**src/rtl/data4_strobe_driver_if.sv**
```systemverilog
// Capture-pair bus: word handshake in, data word plus stage-a/stage-b strobes and status out.
// The driver sits on the slave side; the upstream source or bench sits on the master side.
interface data4_strobe_driver_if #(
  parameter int WIDTH = 4
);
  logic             in_valid;
  logic [WIDTH-1:0] in_data;
  logic             in_ready;
  logic [WIDTH-1:0] data_out;
  logic             stb1;
  logic             stb2;
  logic             busy;
  logic             done;

  modport master (
    output in_valid, in_data,
    input  in_ready, data_out, stb1, stb2, busy, done
  );

  modport slave (
    input  in_valid, in_data,
    output in_ready, data_out, stb1, stb2, busy, done
  );
endinterface

```
**src/rtl/data4_strobe_driver.sv**
```systemverilog
// Latches a word and fires stb1 then stb2 with SETUP/PULSE/GAP timing; SETUP+2*PULSE+2*GAP cycles per word.
// Backpressure: in_ready is high only in IDLE, so a word offered while busy waits and is never dropped.
module data4_strobe_driver #(
  parameter int WIDTH = 4,
  parameter int SETUP = 2,
  parameter int PULSE = 2,
  parameter int GAP   = 2
) (
  input  logic                clk,
  input  logic                rst_n,
  data4_strobe_driver_if.slave io_bus
);

  localparam int MAXV = (SETUP > PULSE) ? ((SETUP > GAP) ? SETUP : GAP)
                                        : ((PULSE > GAP) ? PULSE : GAP);
  localparam int CW   = (MAXV > 1) ? $clog2(MAXV) : 1;

  localparam logic [CW-1:0] C_SETUP = CW'(SETUP - 1);
  localparam logic [CW-1:0] C_PULSE = CW'(PULSE - 1);
  localparam logic [CW-1:0] C_GAP   = CW'(GAP - 1);

  typedef enum logic [2:0] {
    ST_IDLE,
    ST_SETUP,
    ST_S1_HI,
    ST_S1_LO,
    ST_S2_HI,
    ST_S2_LO
  } state_t;

  state_t           r_state;
  logic [CW-1:0]    r_cnt;
  logic [WIDTH-1:0] r_data_out;
  logic             r_stb1;
  logic             r_stb2;
  logic             r_busy;
  logic             r_done;
  logic             w_in_ready;
  logic             w_cnt_zero;

  assign w_in_ready = rst_n && (r_state == ST_IDLE);
  assign w_cnt_zero = (r_cnt == '0);

  // Strobes and status are set on the edge that enters each phase, so they track the state exactly.
  always_ff @(posedge clk or negedge rst_n) begin
    if (!rst_n) begin
      r_state    <= ST_IDLE;
      r_cnt      <= '0;
      r_data_out <= '0;
      r_stb1     <= 1'b0;
      r_stb2     <= 1'b0;
      r_busy     <= 1'b0;
      r_done     <= 1'b0;
    end else begin
      r_done <= 1'b0;
      case (r_state)
        ST_IDLE: begin
          if (io_bus.in_valid) begin
            r_data_out <= io_bus.in_data;
            r_state    <= ST_SETUP;
            r_cnt      <= C_SETUP;
            r_busy     <= 1'b1;
          end
        end
        ST_SETUP: begin
          if (w_cnt_zero) begin
            r_state <= ST_S1_HI;
            r_cnt   <= C_PULSE;
            r_stb1  <= 1'b1;
          end else begin
            r_cnt <= r_cnt - 1'b1;
          end
        end
        ST_S1_HI: begin
          if (w_cnt_zero) begin
            r_state <= ST_S1_LO;
            r_cnt   <= C_GAP;
            r_stb1  <= 1'b0;
          end else begin
            r_cnt <= r_cnt - 1'b1;
          end
        end
        ST_S1_LO: begin
          if (w_cnt_zero) begin
            r_state <= ST_S2_HI;
            r_cnt   <= C_PULSE;
            r_stb2  <= 1'b1;
          end else begin
            r_cnt <= r_cnt - 1'b1;
          end
        end
        ST_S2_HI: begin
          if (w_cnt_zero) begin
            r_state <= ST_S2_LO;
            r_cnt   <= C_GAP;
            r_stb2  <= 1'b0;
          end else begin
            r_cnt <= r_cnt - 1'b1;
          end
        end
        ST_S2_LO: begin
          if (w_cnt_zero) begin
            r_state <= ST_IDLE;
            r_busy  <= 1'b0;
            r_done  <= 1'b1;
          end else begin
            r_cnt <= r_cnt - 1'b1;
          end
        end
        default: begin
          r_state <= ST_IDLE;
          r_cnt   <= '0;
          r_stb1  <= 1'b0;
          r_stb2  <= 1'b0;
          r_busy  <= 1'b0;
        end
      endcase
    end
  end

  assign io_bus.in_ready = w_in_ready;
  assign io_bus.data_out = r_data_out;
  assign io_bus.stb1     = r_stb1;
  assign io_bus.stb2     = r_stb2;
  assign io_bus.busy     = r_busy;
  assign io_bus.done     = r_done;

endmodule

```
**src/flat_wrapper.sv**
```systemverilog
// flat-port wrapper written by rule: the top's interface ports become plain ports
module data4_strobe_driver_flat 
#(
  parameter int WIDTH = 4,
  parameter int SETUP = 2,
  parameter int PULSE = 2,
  parameter int GAP   = 2
)
  (clk, rst_n, io_bus_in_valid, io_bus_in_data, io_bus_in_ready, io_bus_data_out, io_bus_stb1, io_bus_stb2, io_bus_busy, io_bus_done);
  data4_strobe_driver_if #(.WIDTH(WIDTH)) io_bus_i ();
  input  logic clk;
  input  logic rst_n;
  input wire logic [$bits(io_bus_i.in_valid)-1:0] io_bus_in_valid;
  input wire logic [$bits(io_bus_i.in_data)-1:0] io_bus_in_data;
  output wire logic [$bits(io_bus_i.in_ready)-1:0] io_bus_in_ready;
  output wire logic [$bits(io_bus_i.data_out)-1:0] io_bus_data_out;
  output wire logic [$bits(io_bus_i.stb1)-1:0] io_bus_stb1;
  output wire logic [$bits(io_bus_i.stb2)-1:0] io_bus_stb2;
  output wire logic [$bits(io_bus_i.busy)-1:0] io_bus_busy;
  output wire logic [$bits(io_bus_i.done)-1:0] io_bus_done;
  assign io_bus_i.in_valid = io_bus_in_valid;
  assign io_bus_i.in_data = io_bus_in_data;
  assign io_bus_in_ready = io_bus_i.in_ready;
  assign io_bus_data_out = io_bus_i.data_out;
  assign io_bus_stb1 = io_bus_i.stb1;
  assign io_bus_stb2 = io_bus_i.stb2;
  assign io_bus_busy = io_bus_i.busy;
  assign io_bus_done = io_bus_i.done;
  data4_strobe_driver #(.WIDTH(WIDTH), .SETUP(SETUP), .PULSE(PULSE), .GAP(GAP)) u_core (.clk(clk), .rst_n(rst_n), .io_bus(io_bus_i));
endmodule
```
**config.mk**
```make
export PLATFORM = sky130hd
export DESIGN_NAME = data4_strobe_driver_flat
export DESIGN_NICKNAME = d
export VERILOG_FILES = /design/src/rtl/data4_strobe_driver_if.sv /design/src/rtl/data4_strobe_driver.sv /design/src/flat_wrapper.sv
export SDC_FILE = /design/constraint.sdc
export NUM_CORES = 1
export LEC_CHECK = 0
export CELL_PAD_IN_SITES_DETAIL_PLACEMENT = 1
export CELL_PAD_IN_SITES_GLOBAL_PLACEMENT = 1
export CORE_MARGIN = 3
export CORE_UTILIZATION = 31
export CTS_CLUSTER_DIAMETER = 150
export CTS_CLUSTER_SIZE = 14
export DETAILED_ROUTE_END_ITERATION = 8
export PLACE_DENSITY_LB_ADDON = 0.1
export SYNTH_ARGS = -nofsm -noshare
export SYNTH_HDL_FRONTEND = slang
export SYNTH_SLANG_ARGS = --single-unit
```
**constraint.sdc**
```tcl
create_clock -name clk -period 1.3 [get_ports clk]
set_input_delay 0.195 -clock clk [delete_from_list [all_inputs] [get_ports clk]]
set_output_delay 0.195 -clock clk [all_outputs]
set_load 0.05 [all_outputs]
```
After elaboration in Yosys (flattened, before gate mapping)
Cells that the tools add are included.
- $add $sub $neg: 1
- multipliers: 0
- divide/modulo/power cells: 0
- order comparisons: 0
- equal/unequal tests: 11
- shifts and indexed selects: 0
- multiplexer cells: 18
- bitwise logic cells: 3
- reductions and logical operators: 10
- operators with widths (kind ; number):
    $mux 3 ; 6
    $pmux 3 s6 ; 1
    $ne 2x2->1 const B ; 6
    $pmux 1 s3 ; 4
    $reduce_or 4->1 ; 3
    $reduce_and 3->1 ; 3
    $mux 1 ; 7
    $eq 3x2->1 const B ; 2
    $eq 3x3->1 const B ; 2
    $reduce_and 6->1 ; 1
    $eq 3x1->1 const B ; 1
    $logic_not 3->1 ; 1
    $not 1->1 ; 3
    $reduce_and 2->1 ; 1
    $logic_and 1x1->1 ; 1
    $sub 1x1->1 const B ; 1
- flip-flop bits (word level): 12
- bits in latches: 0
- memory bits (writable): 0
- memory bits (read-only): 0
- word-level logic and storage cells: 50
- memories: 0

Logic depth before layout (Yosys ltp)
Gate-level depths: netlist of the first run.
- depth in word-level cells: 4
- gate-level depth with buffers: 4

Worst setup path before layout of the first run
No wires, ideal clock.
- path type: reg-to-output
- start point: register u_core.r_state[1]
- end point: output io_bus_in_ready
- data arrival time: 1.474 ns
- data required time: 1.105 ns
- slack: -0.369 ns
- stages on the path, launching flop included: 3
- cells stage by stage: dfrtp_1 or3_4 nor2_1
- cells in the longest elaborated chain, start to end: 2
- RTL lines (what ; RTL line ; text):
    start: declaration ; data4_strobe_driver.sv:31 ; state_t r_state;
    start signal: assignment ; data4_strobe_driver.sv:47 ; r_state <= ST_IDLE;
    start signal: assignment ; data4_strobe_driver.sv:60 ; r_state <= ST_SETUP;
    start signal: assignment ; data4_strobe_driver.sv:67 ; r_state <= ST_S1_HI;
    $logic_not 3->1 ; data4_strobe_driver.sv:41 ; assign w_in_ready = rst_n && (r_state == ST_IDLE);
    $logic_and 1x1->1 ; data4_strobe_driver.sv:41 ;
    end: declaration ; flat_wrapper.sv:15 ; output wire logic [$bits(io_bus_i.in_ready)-1:0] io_bus_in_ready;
No other way between the ends.

Worst setup path in the final report of the first run
- start point: register u_core.r_state[2]
- end point: output io_bus_in_ready
Same word-level chain as after synthesis.

==> summary.md, run 1 <==
| Metric | Value |
|---|---|
| Hold_buf cts | `0` |
| Worst slew margin | `0.8469` |
| I/O Pins | `16` |
| First-pass DRT Iterations | `1` |
| Max VDD drop | `0.001103 V` |
| Final setup viols | `6` |
| Violated checks | `setup timing` |
| CP Launch Point | `u_core.r_state[2]$_DFFE_PN0P_` |
| Largest net degree at the start of global routing | `14` |
| DP HPWL | `1043 um` |
| CP bufs+invs | `1` |
| Setup CP Type | `flip-flop to primary output` |
| DR vias/cell | `4.566` |
| RR Startpoint | `u_core.r_state[2]$_DFFE_PN0P_` |
| DRC | `0` |
| CTS H-tree lvls | `1` |
| Slew @ Worst Pin | `0.2272 ns` |
| Core area | `1629 um^2` |
| Max Cap Viol | `0` |
| Die Height | `49.14 um` |
| R2R setup slack | `-0.21 ns` |
| Max incr delay on CP | `0.42 ns` |
| Stages on the worst setup path | `3` |
| Dpl ws | `-0.09474 ns` |
| Initial Utilization | `0.3541` |
| Worst-path clk slew | `0.08 ns` |
| Synthesized cell area | `576.8 um^2` |
| Period minus WS final | `1.518 ns` |
| Post-synthesis net count | `58` |
| Crit path DAT | `1.32 ns` |
| Post-Route WL | `1441 um` |
| Max clock buf depth | `2` |
| WP data required | `1.11 ns` |
| Hold Vio Cnt, Final | `0` |
| First-pass GRT wire length | `2566 um` |
| Netlist cell types | `19` |
| Cell family with most CP delay | `simple AND/OR/NAND/NOR gates` |
| # nets final | `84` |
| Die W | `49.14 um` |
| Setup crit end kind | `primary output` |
| Final Max Tran Viols | `0` |
| GR Util All Layers | `0.1387` |
| RSZ-0062 raised after global routing | `yes` |
| Top cells by area, synth | `dfrtp_1, mux2_4, o21ai_0, nor2_8, nor2_1` |
| Period utilization | `1.168` |
| Layout cells sized above 1 | `0.3867` |
| Worst skew pair latency | `0.27 ns` |
| Synth Warn # | `0` |
| Area leader, netlist | `dfrtp_1` |
| Setup crit end | `io_bus_in_ready` |
| Fmax | `658.6 MHz` |
| FP Rows | `14` |
| Setup TNS | `-1.132 ns` |
| Worst-path cell chain | `or3_4 -> nor2_4 -> buf_12` |
| Worst Reg-to-Reg Cells | `4` |
| Antenna violations before repair | `0` |
| Total CTS buffers | `3` |
| Min-delay worst type | `primary input to async pin` |
| Power Dens Cells | `2747 nW/um^2` |
| Ant. Diodes | `0` |
| Tot Pwr | `2625 uW` |
| PortBufs | `15` |
| Seq/Total Area, Yosys | `0.5206` |
| Status | `finished, violations left` |
| Hold WS | `0.2561 ns` |
| Commonest non-fill, non-tap cell in the layout | `dfrtp_1` |
| Leak | `0.0004360 uW` |
| Clk root buf | `clkbuf_4` |
| Via count | `452` |
| CTS Sinks | `12` |
| GPL Wtd Cong | `0.7028` |
| Slowest CP cell | `or3_4` |
| GRT overflow | `0` |
| Antenna viol nets, final | `0` |
| Commonest cells after routing, fill and taps aside | `dfrtp_1, buf_12, clkdlybuf4s50_1, buf_4, o21ai_0` |
| Share of the synthesized area in the top cell type | `0.5206` |
| Clock Skews | `0.005540 ns` |
| Cells after Synth | `51` |
| DR WL/cell | `14.56 um` |
| CTS tree | `yes` |
| Syn Area/Cell | `11.31 um^2` |
| Die ar. | `2414 um^2` |
| Nature of the critical path startpoint | `flip-flop` |
| Seq cells post-synth | `12` |
| Layout area overhead | `65.73%` |
| Crit path max fanout | `2` |
| Final setup margin | `-0.2185 ns` |
| Vias in the first global route | `518` |
| R2r endpoint | `u_core.io_bus.data_out[1]$_DFFE_PN0P_` |
| DR iter-0 viols | `0` |
cell families after synthesis:
logic type      synth area share
compound gates            0.1432
xor+xnor                 0.01519
buf+inv                  0.03904
flops                     0.5206
mux                       0.1041
simple gates              0.1779
per-stage QoR:
stage	cells	cell area, um^2	utilization
CTS	98	943.4	0.5791
floorplan	51	584.3	-
finish	99	955.9	0.5868
global route	99	955.9	0.5868
global placement	94	892.1	0.5476
detailed placement	94	892.1	0.5476
cells in the mapped netlist:
| cell | number |
|---|---|
| nor2_8 | 1 |
| nor3_1 | 1 |
| mux2_4 | 4 |
| o32ai_1 | 2 |
| dfrtp_1 | 12 |
| nand2b_1 | 2 |
| nor3b_1 | 1 |
| clkbuf_1 | 2 |
| o211a_1 | 1 |
| xnor2_1 | 1 |
| o21a_1 | 1 |
| nor2b_1 | 2 |
| a21oi_1 | 3 |
| o31ai_1 | 1 |
| inv_1 | 4 |
| nand3b_1 | 2 |
| nor2_1 | 5 |
| o21ai_0 | 5 |
| or3_4 | 1 |
cell type report:
cell class	instances	area, um^2
flip-flops and latches	12	300.3
repair buffers	23	316.6
inverters	4	15.01
clock buffers	3	22.52
fillers	178	673.1
multi-input cells	33	271.5
well taps	24	30.03
per-layer routing:
layer,routed length [um],track usage,vias up
met5,0,0,-
met4,8,0.04265,0
met3,97,0.05199,2
met2,677,0.2210,12
met1,657,0.1720,214
li1,-,-,224
worst reg2reg max path, stage by stage, from the launching register on:
cell	delay (ns)
dfrtp_1	0.38
or3_4	0.42
buf_12	0.15
nor2_8	0.13
mux2_4	0.32
how the worst min path moves through the flow:
stage                      from                             end  slack [ns]  cells past startpoint
after global placement    rst_n        u_core.r_cnt$_DFFE_PN0P_        0.55                      2
after floorplan           rst_n  u_core.io_bus.busy$_DFFE_PN0P_       -0.10                      0
after CTS                 rst_n        u_core.r_cnt$_DFFE_PN0P_        0.25                      2
after global routing      rst_n        u_core.r_cnt$_DFFE_PN0P_        0.27                      2
final                     rst_n        u_core.r_cnt$_DFFE_PN0P_        0.26                      2
after detailed placement  rst_n        u_core.r_cnt$_DFFE_PN0P_        0.55                      2
where the power goes:
group | internal, uW | leakage, uW | switching [uW]
logic | 880 | 0.000283 | 821
registers | 533 | 0.000140 | 165
clock network | 107 | 0.0000138 | 119
state kept, by name, summed over array words and instances (netlist names):
| signal | count |
|---|---|
| u_core.io_bus.busy | 1 |
| u_core.io_bus.data_out | 4 |
| u_core.io_bus.done | 1 |
| u_core.io_bus.stb1 | 1 |
| u_core.io_bus.stb2 | 1 |
| u_core.r_cnt | 1 |
| u_core.r_state | 3 |
repair_timing:
action	4_1_cts	5_1_grt
resized for setup	2	1
setup buffers	1	1
gates cloned	0	0
pin swaps	1	1
endpoints found under the setup margin	6	6
No activity file was read; power rests on OpenSTA's default activity.
==> inputs of run 2 (changes only) <==
--- a/config.mk
+++ b/config.mk
@@ -5,13 +5,15 @@
 export SDC_FILE = /design/constraint.sdc
 export NUM_CORES = 1
 export LEC_CHECK = 0
+export ABC_AREA = 1
 export CELL_PAD_IN_SITES_DETAIL_PLACEMENT = 1
 export CELL_PAD_IN_SITES_GLOBAL_PLACEMENT = 1
 export CORE_MARGIN = 3
-export CORE_UTILIZATION = 31
+export CORE_UTILIZATION = 37
 export CTS_CLUSTER_DIAMETER = 150
 export CTS_CLUSTER_SIZE = 14
 export DETAILED_ROUTE_END_ITERATION = 8
+export DONT_BUFFER_PORTS = 1
 export PLACE_DENSITY_LB_ADDON = 0.1
 export SYNTH_ARGS = -nofsm -noshare
 export SYNTH_HDL_FRONTEND = slang
==> run 2 against run 1 <==
Compared with the run above: the run still ends with setup timing left; fmax is 12% higher; synthesized cell count is 45% higher; clock skew is 0.00059 ns lower; wire length is 5.3% higher; first-iteration DRC count is 3 higher; hold slack worse by 0.20 ns; global-route usage is 3.8 points higher; setup slack better by 0.17 ns; via count is 16% higher; area after synthesis is 5.2% higher; flip-flop and latch count stayed put; largest cell class is now flip-flops and latches.
==> summary.md, run 2 <==
| Metric | Value |
|---|---|
| Filler cell count | `175` |
| Synth Warn # | `0` |
| Core area | `1415 um^2` |
| Metal-1 WL | `688 um` |
| FFs w/ async S/R, synth | `1.000` |
| Layout cells sized above 1 | `0.3253` |
| Setup crit end kind | `primary output` |
| Fmax | `739.0 MHz` |
| RR Startpoint | `u_core.r_state[0]$_DFFE_PN0P_` |
| Non-Filler Instances | `98` |
| Commonest cells after routing, fill and taps aside | `nand2_1, inv_1, dfrtp_1` |
| Cells after Synth | `74` |
| Top cells by area, synth | `dfrtp_1, nand2_1, o21ai_1, inv_1, nand2_2` |
| DR WL/cell | `15.48 um` |
| Netlist cell types | `17` |
| Post-Route WL | `1517 um` |
| Final setup margin | `-0.05326 ns` |
| Commonest non-fill, non-tap cell in the layout | `nand2_1` |
| Dpl ws | `0.07215 ns` |
| Period minus WS final | `1.353 ns` |
| Max Cap Viol | `0` |
| DR iter-0 viols | `3` |
| FP Rows | `13` |
| Worst-path cell chain | `nor2_4 -> nand2_2 -> nor2_4` |
| Die ar. | `2162 um^2` |
| CTS H-tree lvls | `1` |
| I/O Pins | `16` |
| Worst skew pair latency | `0.27 ns` |
| CTS tree | `yes` |
| Period utilization | `1.041` |
| GPL Wtd Cong | `0.8109` |
| Post-DP Area | `639.4 um^2` |
| Max clock buf depth | `2` |
| Hold Vio Cnt, Final | `0` |
| Slowest CP cell | `dfrtp_2` |
| Initial Utilization | `0.4288` |
| Largest register FFs | `4` |
| Worst slew margin | `0.6083` |
| Largest net degree at the start of global routing | `13` |
| DRC | `0` |
| Total CTS buffers | `3` |
| GRT overflow | `0` |
| Most frequent cell after synthesis | `nand2_1` |
| Max layer used | `met4` |
| Slew @ Worst Pin | `0.5856 ns` |
| WL met2 | `687 um` |
| R2r endpoint | `u_core.r_state[2]$_DFFE_PN0P_` |
| Violated checks | `setup timing` |
| Via count | `525` |
| Util after Layout | `0.5225` |
| Routed wl met3 | `131 um` |
| Antenna viol nets, final | `0` |
| WHS Path Cells | `2` |
| Clock Skews | `0.004951 ns` |
| # placed instances | `90` |
| Critical hold path startpoint | `io_bus_in_data[3]` |
| Seq cells post-synth | `12` |
| CTS Sinks | `12` |
| First-pass DRT Iterations | `4` |
| DP HPWL | `1024 um` |
| Ant. Diodes | `0` |
| Worst Reg-to-Reg Cells | `7` |
| Final Max Tran Viols | `0` |
| Min-delay worst type | `primary input to flip-flop` |
| PortBufs | `0` |
| Die Height | `46.50 um` |
| Area leader, netlist | `dfrtp_1` |
| Worst path most repeated cell | `nor2_4` |
| RSZ-0062 raised after global routing | `yes` |
| Layout area overhead | `21.86%` |
| Top post-synthesis cells by count | `nand2_1, dfrtp_1, inv_1` |
| Status | `finished, violations left` |
| Post-synthesis net count | `81` |
| Syn Area/Cell | `8.200 um^2` |
| Hold Path End | `u_core.io_bus.data_out[3]$_DFFE_PN0P_` |
| Max incr delay on CP | `0.42 ns` |
| Seq/Total Area, Yosys | `0.4948` |
| Die W | `46.50 um` |
| DR vias/cell | `5.357` |
| Synthesized cell area | `606.8 um^2` |
| Ys flop type | `dfrtp_1` |
| Setup CP Type | `flip-flop to primary output` |
| Antenna violations before repair | `0` |
| Nature of the critical path startpoint | `flip-flop` |
| Crit path DAT | `1.16 ns` |
| Number of synthesized flops with an enable pin | `0` |
| GR Util All Layers | `0.1770` |
| Post-route cell area | `739.5 um^2` |
| # nets final | `91` |
| Clk root buf | `clkbuf_4` |
| Final setup viols | `1` |
| Share of the synthesized area in the top cell type | `0.4948` |
| Crit path max fanout | `2` |
| First-pass GRT wire length | `2553 um` |
| WP data required | `1.11 ns` |
| Worst-path clk slew | `0.07 ns` |
| Vias in the first global route | `540` |
| R2R setup slack | `0.06 ns` |
## run 2: cell count changes in the layout (fill, tap and decap cells not counted), moves of 3 or more
cell / previous run / this run
o21ai_0: 5 / 2
o21ai_1: 0 / 7
inv_1: 4 / 10
nand3_1: 0 / 7
mux2_4: 4 / 0
a21oi_1: 3 / 0
buf_12: 10 / 0
nand2_1: 0 / 13
nand2_2: 0 / 6
clkdlybuf4s50_1: 6 / 0
## run 2: worst max path at each step
stage	from	end	depth (start not counted)
6_report	u_core.r_state[1]$_DFFE_PN0P_	io_bus_in_ready	3
5_1_grt	u_core.r_state[1]$_DFFE_PN0P_	io_bus_in_ready	3
4_1_cts	u_core.r_state[1]$_DFFE_PN0P_	io_bus_in_ready	3
3_5_place_dp	u_core.r_state[0]$_DFFE_PN0P_	u_core.r_state[2]$_DFFE_PN0P_	6
3_3_place_gp	u_core.r_state[0]$_DFFE_PN0P_	u_core.r_state[2]$_DFFE_PN0P_	6
2_1_floorplan	u_core.r_state[0]$_DFFE_PN0P_	io_bus_in_ready	4
## run 2: metrics by stage
stage	TNS [ns]	hold slack, ns
2_1_floorplan	0	-0.1006
5_1_grt	-0.2092	0.03004
6_report	-0.05326	0.05115
3_3_place_gp	0	-0.1003
4_1_cts	-0.09485	0.04389
3_5_place_dp	0	-0.1003
## run 2: kinds of logic after synthesis
| family | count (synthesis) | share of synthesized area |
|---|---|---|
| compound gates | 12 | 0.1072 |
| buf+inv | 15 | 0.1072 |
| flops | 12 | 0.4948 |
| simple gates | 35 | 0.2907 |
## run 2: layout make-up
cell class	count	area, um^2	share of cell area
clock buffers	4	36.28	0.04907
inverters	13	53.80	0.07276
multi-input cells	47	272.8	0.3689
flip-flops and latches	12	302.8	0.4095
well taps	15	18.77	0.02538
repair buffers	7	55.05	0.07445
## run 2: what timing repair did
action                                  4_1_cts  5_1_grt
hold endpoints to repair                     12        0
hold buffers                                  1        0
pin swaps                                     1        1
resized for setup                             6        3
buffers inserted                              3        0
endpoints found under the setup margin        1        4
## run 2: per-layer routing
layer / track usage / vias to the layer above
met1: 0.2246 / 253
met5: 0 / -
met4: 0.05114 / 0
li1: - / 254
met2: 0.2665 / 16
met3: 0.08203 / 2
## run 2: critical path, delay by kind of cell (launching register included)
kind | cells | cell delay (ns)
DFF | 1 | 0.42
and+or+nand+nor | 3 | 0.46
Power of run 2 is not shown: default switching activity piles up to over one toggle a cycle in this logic, so the estimate is an artifact.
